$ cat config.mk
export PLATFORM = sky130hd
export DESIGN_NAME = hold_pulse_gen
export DESIGN_NICKNAME = d
export VERILOG_FILES = /design/src/rtl/lock_pkg.sv /design/src/rtl/sec_tick_counter.sv /design/src/rtl/hold_pulse_gen.sv
export SDC_FILE = /design/constraint.sdc
export NUM_CORES = 1
export LEC_CHECK = 0
export CORE_UTILIZATION = 40
export DETAILED_ROUTE_END_ITERATION = 8
export SLEW_MARGIN = 10
export SYNTH_ARGS = -nofsm -noshare
export SYNTH_HDL_FRONTEND = slang
export SYNTH_SLANG_ARGS = --single-unit
$ cat constraint.sdc
create_clock -name clk -period 3.2 [get_ports clk]
set_input_delay 0.48 -clock clk [delete_from_list [all_inputs] [get_ports clk]]
set_output_delay 0.48 -clock clk [all_outputs]
set_load 0.01 [all_outputs]
$ cat src/rtl/lock_pkg.sv
// Shared types and defaults for the door-lock control blocks.
package lock_pkg;

  // Tick rate of the lock's ms-rate system clock.
  localparam int DEFAULT_CLK_HZ = 1000;

  typedef enum logic [1:0] {
    IDLE     = 2'd0,
    ACTIVE   = 2'd1,
    COOLDOWN = 2'd2
  } hold_state_t;

endpackage

$ cat src/rtl/sec_tick_counter.sv
// Sub-second counter: counts 0..CLK_HZ-1 while enabled and emits a
// one-cycle tick on the cycle it wraps back to 0.
module sec_tick_counter #(
  parameter int CLK_HZ = 1000
) (
  input  logic clk,
  input  logic rst_n,
  input  logic clear,
  input  logic en,
  output logic tick
);

  localparam int CW = $clog2(CLK_HZ) + 1;
  localparam logic [CW-1:0] LAST = CW'(CLK_HZ - 1);

  logic [CW-1:0] cnt_q;

  // Sub-counter: clear has priority, wraps at CLK_HZ-1, holds when disabled.
  always_ff @(posedge clk or negedge rst_n) begin
    if (!rst_n) begin
      cnt_q <= '0;
    end else if (clear) begin
      cnt_q <= '0;
    end else if (en) begin
      cnt_q <= (cnt_q == LAST) ? '0 : cnt_q + CW'(1);
    end
  end

  assign tick = en & ~clear & (cnt_q == LAST);

endmodule

$ cat src/rtl/hold_pulse_gen.sv
// Timed actuator drive: a one-cycle start holds pulse_out high for exactly
// HOLD_S seconds, then a COOLDOWN_CYC-cycle cooldown blocks new requests.
// Optional macro HOLD_PULSE_RETRIGGER_EN: start during a hold restarts it.
//
// state    | meaning
// IDLE     | waiting for start, all outputs low
// ACTIVE   | pulse_out high, seconds counting down
// COOLDOWN | actuator off, busy, start/abort ignored
module hold_pulse_gen
  import lock_pkg::*;
#(
  parameter int HOLD_S       = 5,
  parameter int CLK_HZ       = DEFAULT_CLK_HZ,
  parameter int COOLDOWN_CYC = 500
) (
  input  logic       clk,
  input  logic       rst_n,
  input  logic       start,
  input  logic       abort,
  output logic       pulse_out,
  output logic       busy,
  output logic       done,
  output logic       aborted,
  output logic [7:0] remaining_s
);

  localparam int SW  = $clog2(HOLD_S) + 1;
  localparam int CDW = $clog2(COOLDOWN_CYC) + 1;
  localparam logic [SW-1:0]  SEC_LOAD = SW'(HOLD_S);
  localparam logic [SW-1:0]  SEC_ONE  = SW'(1);
  localparam logic [CDW-1:0] CD_LOAD  = CDW'(COOLDOWN_CYC);
  localparam logic [CDW-1:0] CD_ONE   = CDW'(1);
  // A zero-length cooldown goes straight back to IDLE.
  localparam hold_state_t AFTER_HOLD = (COOLDOWN_CYC == 0) ? IDLE : COOLDOWN;

  hold_state_t    state_q, state_d;
  logic [SW-1:0]  sec_q, sec_d;
  logic [CDW-1:0] cd_q, cd_d;
  logic           sec_tick;
  logic           retrig;
  logic           last_cycle;
  logic           pulse_d, busy_d, done_d, aborted_d;
  logic [7:0]     rem_d;

`ifdef HOLD_PULSE_RETRIGGER_EN
  assign retrig = (state_q == ACTIVE) & start & ~abort;
`else
  assign retrig = 1'b0;
`endif

  sec_tick_counter #(.CLK_HZ(CLK_HZ)) u_sec_tick (
    .clk   (clk),
    .rst_n (rst_n),
    .clear ((state_q != ACTIVE) | retrig | abort),
    .en    (state_q == ACTIVE),
    .tick  (sec_tick)
  );

  assign last_cycle = sec_tick & (sec_q == SEC_ONE);

  // State register plus seconds and cooldown down-counters.
  always_ff @(posedge clk or negedge rst_n) begin
    if (!rst_n) begin
      state_q <= IDLE;
      sec_q   <= '0;
      cd_q    <= '0;
    end else begin
      state_q <= state_d;
      sec_q   <= sec_d;
      cd_q    <= cd_d;
    end
  end

  // Next-state and counter update; abort beats start and completion.
  always_comb begin
    state_d = state_q;
    sec_d   = sec_q;
    cd_d    = cd_q;
    case (state_q)
      IDLE: begin
        if (start && !abort) begin
          state_d = ACTIVE;
          sec_d   = SEC_LOAD;
        end
      end
      ACTIVE: begin
        if (abort || (!retrig && last_cycle)) begin
          state_d = AFTER_HOLD;
          sec_d   = '0;
          cd_d    = CD_LOAD;
        end else if (retrig) begin
          sec_d = SEC_LOAD;
        end else if (sec_tick) begin
          sec_d = sec_q - SEC_ONE;
        end
      end
      COOLDOWN: begin
        if (cd_q == CD_ONE || cd_q == '0) begin
          state_d = IDLE;
          cd_d    = '0;
        end else begin
          cd_d = cd_q - CD_ONE;
        end
      end
      default: begin
        state_d = IDLE;
        sec_d   = '0;
        cd_d    = '0;
      end
    endcase
  end

  // Next values of the registered outputs, derived from the next state.
  always_comb begin
    pulse_d   = (state_d == ACTIVE);
    busy_d    = (state_d != IDLE);
    done_d    = (state_q == ACTIVE) & ~abort & ~retrig & last_cycle;
    aborted_d = (state_q == ACTIVE) & abort;
    rem_d     = (state_d == ACTIVE) ? 8'(sec_d) : 8'd0;
  end

  // Output register; reset drops the actuator without any strobe.
  always_ff @(posedge clk or negedge rst_n) begin
    if (!rst_n) begin
      pulse_out   <= 1'b0;
      busy        <= 1'b0;
      done        <= 1'b0;
      aborted     <= 1'b0;
      remaining_s <= 8'd0;
    end else begin
      pulse_out   <= pulse_d;
      busy        <= busy_d;
      done        <= done_d;
      aborted     <= aborted_d;
      remaining_s <= rem_d;
    end
  end

endmodule

Word level (Yosys, flattened, before mapping):

Index checks and enable logic that the tools add are counted.

* register bits after elaboration: 35
* logic and storage cells: 54

* $add $sub $neg: 3
* reductions and logical operators: 9
* equality and inequality tests: 8
* muxes and demuxes: 15
* bitwise logic cells: 10

Operators with widths (number)
* two-way mux 11 bit: 3
* one-hot mux 10 bit (3 select lines): 1
* two-way mux 10 bit: 2
* two-way mux 4 bit: 4
* one-hot mux 4 bit (3 select lines): 1
* adder 11 x 1 -> 11 bit (second input constant): 1
* == test 11 x 10 -> 1 bit (second input constant): 1
* == test 10 x 1 -> 1 bit (second input constant): 1
* zero test 10 bit: 1
* subtractor 10 x 1 -> 10 bit (second input constant): 1
* AND 1 bit: 6
* two-way mux 2 bit: 3
* one-hot mux 2 bit (3 select lines): 1
* == test 2 x 1 -> 1 bit (second input constant): 2
* == test 4 x 1 -> 1 bit (second input constant): 1
* nonzero test 2 bit: 2
* subtractor 4 x 1 -> 4 bit (second input constant): 1
* NOT 1 bit: 3
* == test 2 bit (second input constant): 1
* zero test 2 bit: 1
* logical OR 1 bit: 2
* inequality test 2 x 1 -> 1 bit (second input constant): 1
* inequality test 2 bit (second input constant): 1
* AND reduction 2 bit: 1
* other kinds (3): 3

Longest topological paths before layout:

Gate-level depths: netlist (run 1).

* word-level depth: 11
* depth in mapped cells: 8
* depth with buffers taken out: 7

Hierarchy:

From an unflattened synthesis (run 1), not the netlist that was laid out.

* cells, all modules: 215
* area total of the unflattened synthesis: 2157.1 um^2

Modules (own cells, without submodules)
* hold_pulse_gen: instances 1, cells an instance 148, seq. area each 600.6 um^2, area an instance 1480.2 um^2
* sec_tick_counter: instances 1, cells an instance 67, seq. area each 275.3 um^2, area an instance 676.9 um^2

Worst setup path after synthesis (run 1):

OpenSTA, ideal clock, no wires.

* path kind: flip-flop to flip-flop
* start point: register cd_q[2]
* end point: register remaining_s[1]
* setup slack: 1.240 ns
* cell stages (with the launch flop): 5
* data arrival time: 1.813 ns
* required time: 3.052 ns
* cell sequence: dfrtp_1 -> or4_4 -> o31a_1 -> o31ai_2 -> a211oi_1

* longest elaborated chain between the ends: 6
* elaborated cells on any way between the ends: 7
* those cells by class: 2 x eq/ne; 3 x mux; 2 x reduce/logical

Ends and longest elaborated chain
* from (decl): RTL line hold_pulse_gen.sv:38 `logic [CDW-1:0] cd_q, cd_d;`
* from (signal assigned): RTL line hold_pulse_gen.sv:66 `cd_q <= '0;`
* from (signal assigned): RTL line hold_pulse_gen.sv:70 `cd_q <= cd_d;`
* == test 10 x 1 -> 1 bit or zero test 10 bit (tied branches): RTL line hold_pulse_gen.sv:98 `if (cd_q == CD_ONE || cd_q == '0) begin`
* logical OR 1 bit *: RTL line hold_pulse_gen.sv:98
* two-way mux 2 bit *: RTL line hold_pulse_gen.sv:98
* one-hot mux 2 bit (3 select lines) *: RTL line hold_pulse_gen.sv:79 `case (state_q)`
* == test 2 x 1 -> 1 bit *: RTL line hold_pulse_gen.sv:119 `rem_d = (state_d == ACTIVE) ? 8'(sec_d) : 8'd0;`
* two-way mux 4 bit *: RTL line hold_pulse_gen.sv:119
* net rem_d[1]: RTL line hold_pulse_gen.sv:43 `logic [7:0] rem_d;`
* to (signal assigned): RTL line hold_pulse_gen.sv:135 `remaining_s <= rem_d;`
* to (decl): RTL line hold_pulse_gen.sv:24 `output logic [7:0] remaining_s`

The timed path passes the listed nets; every way through them passes the cells marked *.
A chain may end at the register's enable or synchronous reset.

Worst setup path in the final report (run 1):

* start point: register state_q[1]
* end point: register remaining_s[2]

* elaborated cells on any way between the ends: 19
* those cells by class: 4 x eq/ne; 8 x mux; 5 x bitwise; 2 x reduce/logical

RTL lines
* from (decl): RTL line hold_pulse_gen.sv:36 `hold_state_t state_q, state_d;`
* from (signal assigned): RTL line hold_pulse_gen.sv:68 `state_q <= state_d;`
* inequality test 2 x 1 -> 1 bit: RTL line hold_pulse_gen.sv:54 `.clear ((state_q != ACTIVE) | retrig | abort),`
* bitwise OR 1 bit: RTL line hold_pulse_gen.sv:54
* NOT 1 bit: RTL line sec_tick_counter.sv:29 `assign tick = en & ~clear & (cnt_q == LAST);`
* AND 1 bit (2 in a row): RTL line sec_tick_counter.sv:29
* AND 1 bit: RTL line hold_pulse_gen.sv:59 `assign last_cycle = sec_tick & (sec_q == SEC_ONE);`
* logical OR 1 bit: RTL line hold_pulse_gen.sv:87 `if (abort || (!retrig && last_cycle)) begin`
* two-way mux 4 bit: RTL line hold_pulse_gen.sv:87
* one-hot mux 4 bit (3 select lines) *: RTL line hold_pulse_gen.sv:79
* net sec_d[2]: RTL line hold_pulse_gen.sv:37 `logic [SW-1:0] sec_q, sec_d;`
* two-way mux 4 bit *: RTL line hold_pulse_gen.sv:119
* net rem_d[2]: RTL line hold_pulse_gen.sv:43

Marked as above.

==> results of run 1 <==
[cells in the mapped netlist, types with 2 or more instances]
library cell  count  area [µm²]
nand3_1           5        25.0
nand2_1          12        45.0
nand4_1           3        18.8
o21ai_0          17        85.1
nor3b_1           6        45.0
a211oi_2          3        37.5
nor2_1           23        86.3
or3_1             2        12.5
xnor2_1           2        17.5
nor4_1            4        25.0
xor2_1            6        52.6
a21oi_1           7        35.0
clkbuf_1          4        15.0
o31ai_1           2        15.0
ha_1             10         125
nand2b_1          4        25.0
dfrtp_1          35         876
buf_4             4        30.0
or4_1             2        15.0
a32oi_1           6        52.6
inv_1             9        33.8
and2_1            5        31.3
nor3_1            5        25.0
nand4bb_1         2        22.5
and3_1            2        12.5
o21bai_1          5        37.5
[sequential cells by signal (all words and copies together) (netlist names)]
| name | flops |
|---|---|
| aborted | 1 |
| pulse_out | 1 |
| u_sec_tick.cnt_q | 11 |
| cd_q | 10 |
| state_q | 2 |
| done | 1 |
| remaining_s | 4 |
| busy | 1 |
| sec_q | 4 |
[layer usage]
layer	routed length, µm	up-vias	part of all wire, %	track usage [%]
met4	44	0	1.1	4.79
met2	1790	27	46	27.1
met1	1930	736	49	23.4
li1	-	744	-	-
met3	145	6	3.7	5.06
met5	0	-	0	0
[worst paths after layout]
| kind | slack, ns | endpoint |
|---|---|---|
| max | 0.92 | remaining_s[2] |
| min | 0.26 | u_sec_tick.cnt_q[5] |
| max reg2reg | 0.92 | remaining_s[2] |
| min reg2reg | 0.48 | cd_q[9] |
| max in group asynchronous | 2.44 | cd_q[2] |
| min in group clk | 0.48 | cd_q[9] |
[metrics by stage]
step                      total power (µW)  utilization, %  hold slack [ns]  std cells
after floorplan                       1130               -            0.184        205
after global placement                1330            44.7            0.459        275
after detailed placement              1340            44.7            0.469        275
after CTS                             1650            46.5            0.291        283
after global routing                  1780            46.5            0.346        283
final                                 1640            46.5            0.259        283
[cells by family after synthesis]
logic type | Yosys count | synth area share (%)
AND/OR/NAND/NOR | 80 | 22.4
AO/OA/AOI/OAI | 49 | 17.9
flip-flops | 35 | 44.8
buffers and inverters | 18 | 4.23
adder cells (fa/ha/maj) | 10 | 6.41
XOR/XNOR | 8 | 3.59
other | 1 | 0.192
multiplexers | 1 | 0.513
[power by group through the flow]
stage	clock, µW	combinational [µW]	sequential, µW
floorplan	0	519	610
global placement	0	716	617
detailed placement	0	719	617
CTS	322	722	610
global route	344	809	624
finish	311	720	610
[layout make-up]
type | count | area [µm²] | area share, %
multi-input combinational | 152 | 1010 | 45.8
clock buffer | 5 | 68.8 | 3.13
sequential | 35 | 876 | 39.9
clock inverter | 3 | 15.0 | 0.684
timing repair buffer | 12 | 113 | 5.13
tap | 67 | 83.8 | 3.82
inverter | 9 | 33.8 | 1.54
==> impl_results.md, run 1 <==
- Status: complete, but fails checks
- Crit-path max FO: 11
- Critical Path AT: about 2.5 ns
- Vias per std cell: 5.35
- Antenna violations before repair: 0
- Internal Power: 966 µW
- Clock power share: a little under a fifth
- Total track usage: roughly 17%
- Clk Latency, worst-skew pair: 0.29 ns
- Synth async-reset ratio: 100%
- First-pass GRT wire length: 6890 µm
- Placer Congestion: 0.820
- Setup crit start kind: register
- Total CTS buffers: 5
- Io pins: 16
- Die extent in x: 71.9 µm
- Cts hold-fix bufs: 0
- Clock buffer depth: 2
- Most frequent cells in the layout: dfrtp_1 (35), nor2_1 (23), o21ai_0 (17), nand2_1 (12)
- Slew HR: 48.3%
- Post-route design area: between 2000 and 2500 µm²
- GRT overflow: 0
- Number of fill cells: 452
- Distinct cells, synth: 43
- Net Sw Power: 674 µW
- Worst VDD drop: approximately 0.45 mV
- Slowest cell on the critical path: dfrtp_1
- Sw frac: 41.1%
- Setup bufs post-CTS: 0
- Clk Tree Root Cell: clkbuf_8
- Pre-CTS setup slack: 0.922 ns
- EDFF count, synth: 0
- Fin crit share: 71.2%
- Slowest cell delay on critical path: 0.40 ns
- Part of the power in registers: 37.2%
- Vias in the first global route: 1455
- Mean Syn Cell Area: 9.67 µm²
- Worst Hold Class: in -> async
- Crit path cell chain: inv_1, ha_1, nand2b_1, nor3_1, nand4_1, a32oi_1, nor3b_1
- Logic pwr share: 43.9%
- WP depth: 7
- Final setup TNS: 0 ns
- Synthesized instance count: 202
- Placed Area: about 2100 µm²
- CP Capture Type: register
- Yosys reg bits: 35
- Worst path bufs/invs: 1
- DP HPWL: around 2800 µm
- Pin count of the biggest net entering global routing: 36
- Leak Pwr: ~0.00090 µW
- DRT Pass-1 Iters: 6
- Seq/Total Area, Yosys: 44.8%
- Die Y: 71.9 µm
- Warnings from Yosys: 0
- # diodes: 0
- CP Class: reg -> reg
- Finish-stage setup viols: 0
- Fin nets: approximately 230
- RSZ-0062 raised after global routing: false
- Crit. Startpoint: state_q[1]
- Setup Skew: 0.00986 ns
- Wire per inst: roughly 14 µm
- Max Slew Vio Count: 0
- Failing checks: DRC
- DRC Markers: 2
- IO Port Bufs: 11
- 1st-iter DRT viols: 55
- MaxCap Viol Count: 0
- Cell family with the largest share of critical-path delay: simple AND/OR/NAND/NOR gates
- Slew @ Worst Pin: between 0.7 and 0.8 ns
- Fmax: 439 MHz
- Post-layout minimum cycle time: 2.28 ns
- Row Count: 25
- Area added between synthesis and finish: 12.4%
- Req. time, crit path: between 3 and 4 ns
- Worst setup margin: a little over 0.9 ns
- Reg2Reg Depth: 7
- Mapped Area: 1950 µm²
- Area of the core: 4720 µm²
- R2R Path Start: state_q[1]
- PD cells: 747 nW/µm²
- Most common cell after layout, fill and taps aside: dfrtp_1
- Final Hold Viols: 0
- Reg clk slew, reported paths: 0.08 ns
- Share of layout cells above drive strength 1: 8.33%
- CTS tree: built
- Post_cts resized: 0
- CTS sink cnt: 35
- Die footprint: 5170 µm²
- Dominant synthesized flop cell: dfrtp_1
- Antenna-violating nets left: 0
- CTS H-tree lvls: 2
- Initial Utilization: 41.4%
- Detailed Route WL: slightly below 4000 µm
- Vias: 1513
(Power assumes the default switching activity.)
==> run 2: changes to the inputs <==
clock period = 2.19 ns   (was 3.2 ns; I/O delays follow)
==> run 2 against run 1 <==
  * The flow still finishes with violations (DRC)
  * Power up 53%
  * Sequential power up 43%
  * Combinational power up 62%
  * Final area rose by 5.0%
  * Critical path depth is 1 lower
  * Clock power up 50%
  * Non-clock buffer count up 13
  * Critical endpoint is now remaining_s[3]
  * Largest power group unchanged
==> impl_results.md, run 2 (synthesis gave the netlist of run 1 again) <==
- Status: complete, but fails checks
- Failing checks: DRC
- CP dominant cell by count: a211oi_2
- Most common cell after layout, fill and taps aside: dfrtp_1
- Die Y: 71.9 µm
- Wire per inst: about 14 µm
- Reg clk slew, reported paths: 0.08 ns
- Worst VDD drop: between 0.7 and 0.8 mV
- Clock power share: 18.6%
- Largest regs: u_sec_tick.cnt_q (11), cd_q (10)
- CTS tree: built
- Io pins: 16
- CTS H-tree lvls: 2
- WP depth: 6
- Top sig layer: met4
- Setup Skew: 0.0108 ns
- Fmax: between 400 and 500 MHz
- # diodes: 0
- Pin count of the biggest net entering global routing: 36
- Met1 WL: 1900 µm
- Leak Pwr: 0.000957 µW
- Die footprint: a little over 5000 µm²
- Slowest cell on the critical path: or4_4
- Vias: around 1500
- Fin nets: about 240
- Sw frac: 40.5%
- CTS sink cnt: 35
- Row Count: 25
- Area added between synthesis and finish: 18.1%
- Logic pwr share: 46.6%
- Detailed Route WL: roughly 4000 µm
- Total track usage: between 15 and 20%
- First-pass GRT wire length: 6890 µm
- GRT overflow: 0
- Slew @ Worst Pin: 0.786 ns
- Worst path bufs/invs: 1
- Vias per std cell: 5.20
- CP Class: reg -> reg
- Worst reg2reg endpoint: remaining_s[3]
- R2R Path Start: cd_q[2]
- Worst R2R Setup Slack: 0.15 ns
- Initial Utilization: 41.4%
- Setup crit start kind: register
- Req. time, crit path: 2.40 ns
- Post-layout minimum cycle time: just over 2 ns
- Part of the power in registers: a little over a third
- DRT Pass-1 Iters: 6
- Clk Latency, worst-skew pair: 0.30 ns
- 1st-iter DRT viols: 93
- Clock buffer depth: 2
- Max Slew Vio Count: 0
- PD cells: 1090 nW/µm²
- Final Hold Viols: 0
- Cts hold-fix bufs: 0
- DR WL met2: between 1500 and 2000 µm
- Total CTS buffers: 5
- Cell family with the largest share of critical-path delay: compound AO/OA/AOI/OAI gates
- Hold WS: 0.108 ns
- Fin crit share: ~93%
- Reg2Reg Depth: 6
- Placed Instances: 287
- Antenna-violating nets left: 0
- Share of layout cells above drive strength 1: 13.5%
- Top reg by flops: u_sec_tick.cnt_q
- Die extent in x: 71.9 µm
- Metal3 WL: 123 µm
- Internal Power: approximately 1500 µW
- Final instance count without filler cells: 296
- Net Sw Power: 1020 µW
- Finish-stage setup viols: 0
- Clk Tree Root Cell: clkbuf_8
- Crit path cell chain: or4_4, o31a_1, a211oi_2, a211oi_2, buf_4, a211oi_2
- Worst Hold Class: in -> async
- DP HPWL: between 2000 and 3000 µm
- Slowest cell delay on critical path: 0.56 ns
- MaxCap Viol Count: 0
- Antenna violations before repair: 0
- Slew HR: 47.6%
- Area of the core: 4720 µm²
- Max reg flops: 11
- Critical Path AT: 2.25 ns
- CP Capture Type: register
- Crit-path max FO: 7
- Most frequent cells in the layout: dfrtp_1 (35), nor2_1 (23), o21ai_0 (17), buf_4 (14), nand2_1 (12)
- Placer Congestion: between 0.8 and 0.9
- DRC Markers: 2
- IO Port Bufs: 11
- Vias in the first global route: roughly 1400
-- run 2: cell count changes in the layout (fill, tap and decap cells not counted) --
cell and delta:
buf_4 +13, clkinv_2 -2, clkbuf_1 +1, clkinvlp_4 +1, ha_1 -1, ha_2 +1, nor4_2 -1, nor4_4 +1
-- run 2: metrics by stage --
stage | TNS [ns] | utilization (%) | power [µW] | cell area, µm² | setup slack, ns
after floorplan | 0 | - | 1650 | 1960 | 0.230
after global routing | -0.00801 | 48.8 | 2710 | 2310 | -0.00801
after global placement | 0 | 46.6 | 2040 | 2200 | 0.169
after detailed placement | 0 | 46.6 | 2050 | 2200 | 0.159
final | 0 | 48.8 | 2510 | 2310 | 0.149
after CTS | 0 | 48.4 | 2530 | 2290 | 0.126
-- run 2: area by class of cell --
type | count | area [µm²]
clock buffer | 6 | 72.6
inverter | 9 | 33.8
fill | 435 | 2420
clock inverter | 2 | 12.5
timing repair buffer | 25 | 210
sequential | 35 | 876
tap | 67 | 83.8
multi-input combinational | 152 | 1020
-- run 2: what timing repair did --
action	4_1_cts	5_1_grt
setup endpoints to repair	0	9
resized for setup	0	2
setup buffers	0	1
-- run 2: worst max path at each step --
stage,slack (ns),from,to
detailed placement,0.16,u_sec_tick.cnt_q[0],remaining_s[3]
finish,0.15,cd_q[2],remaining_s[3]
CTS,0.13,cd_q[2],remaining_s[2]
floorplan,0.23,cd_q[2],remaining_s[1]
global placement,0.17,cd_q[5],remaining_s[0]
global route,-0.008,u_sec_tick.cnt_q[0],remaining_s[2]
-- run 2: per-layer routing --
layer,GRT usage [%],vias up
li1,-,769
met5,0,-
met2,27.7,30
met1,23.3,734
met3,3.38,7
met4,6.54,0
-- run 2: power by group through the flow --
stage	sequential, µW	combinational [µW]	clock (µW)
after CTS	873	1170	489
after floorplan	891	758	0
after global placement	885	1160	0
after global routing	892	1310	507
after detailed placement	886	1170	0
final	873	1170	468
-- run 2: worst register-to-register path: stages, from the launching register on --
cell and delay, ns:
dfrtp_1 0.39, or4_4 0.56, o31a_1 0.35, a211oi_2 0.22
a211oi_2 0.06, buf_4 0.18, a211oi_2 0.19
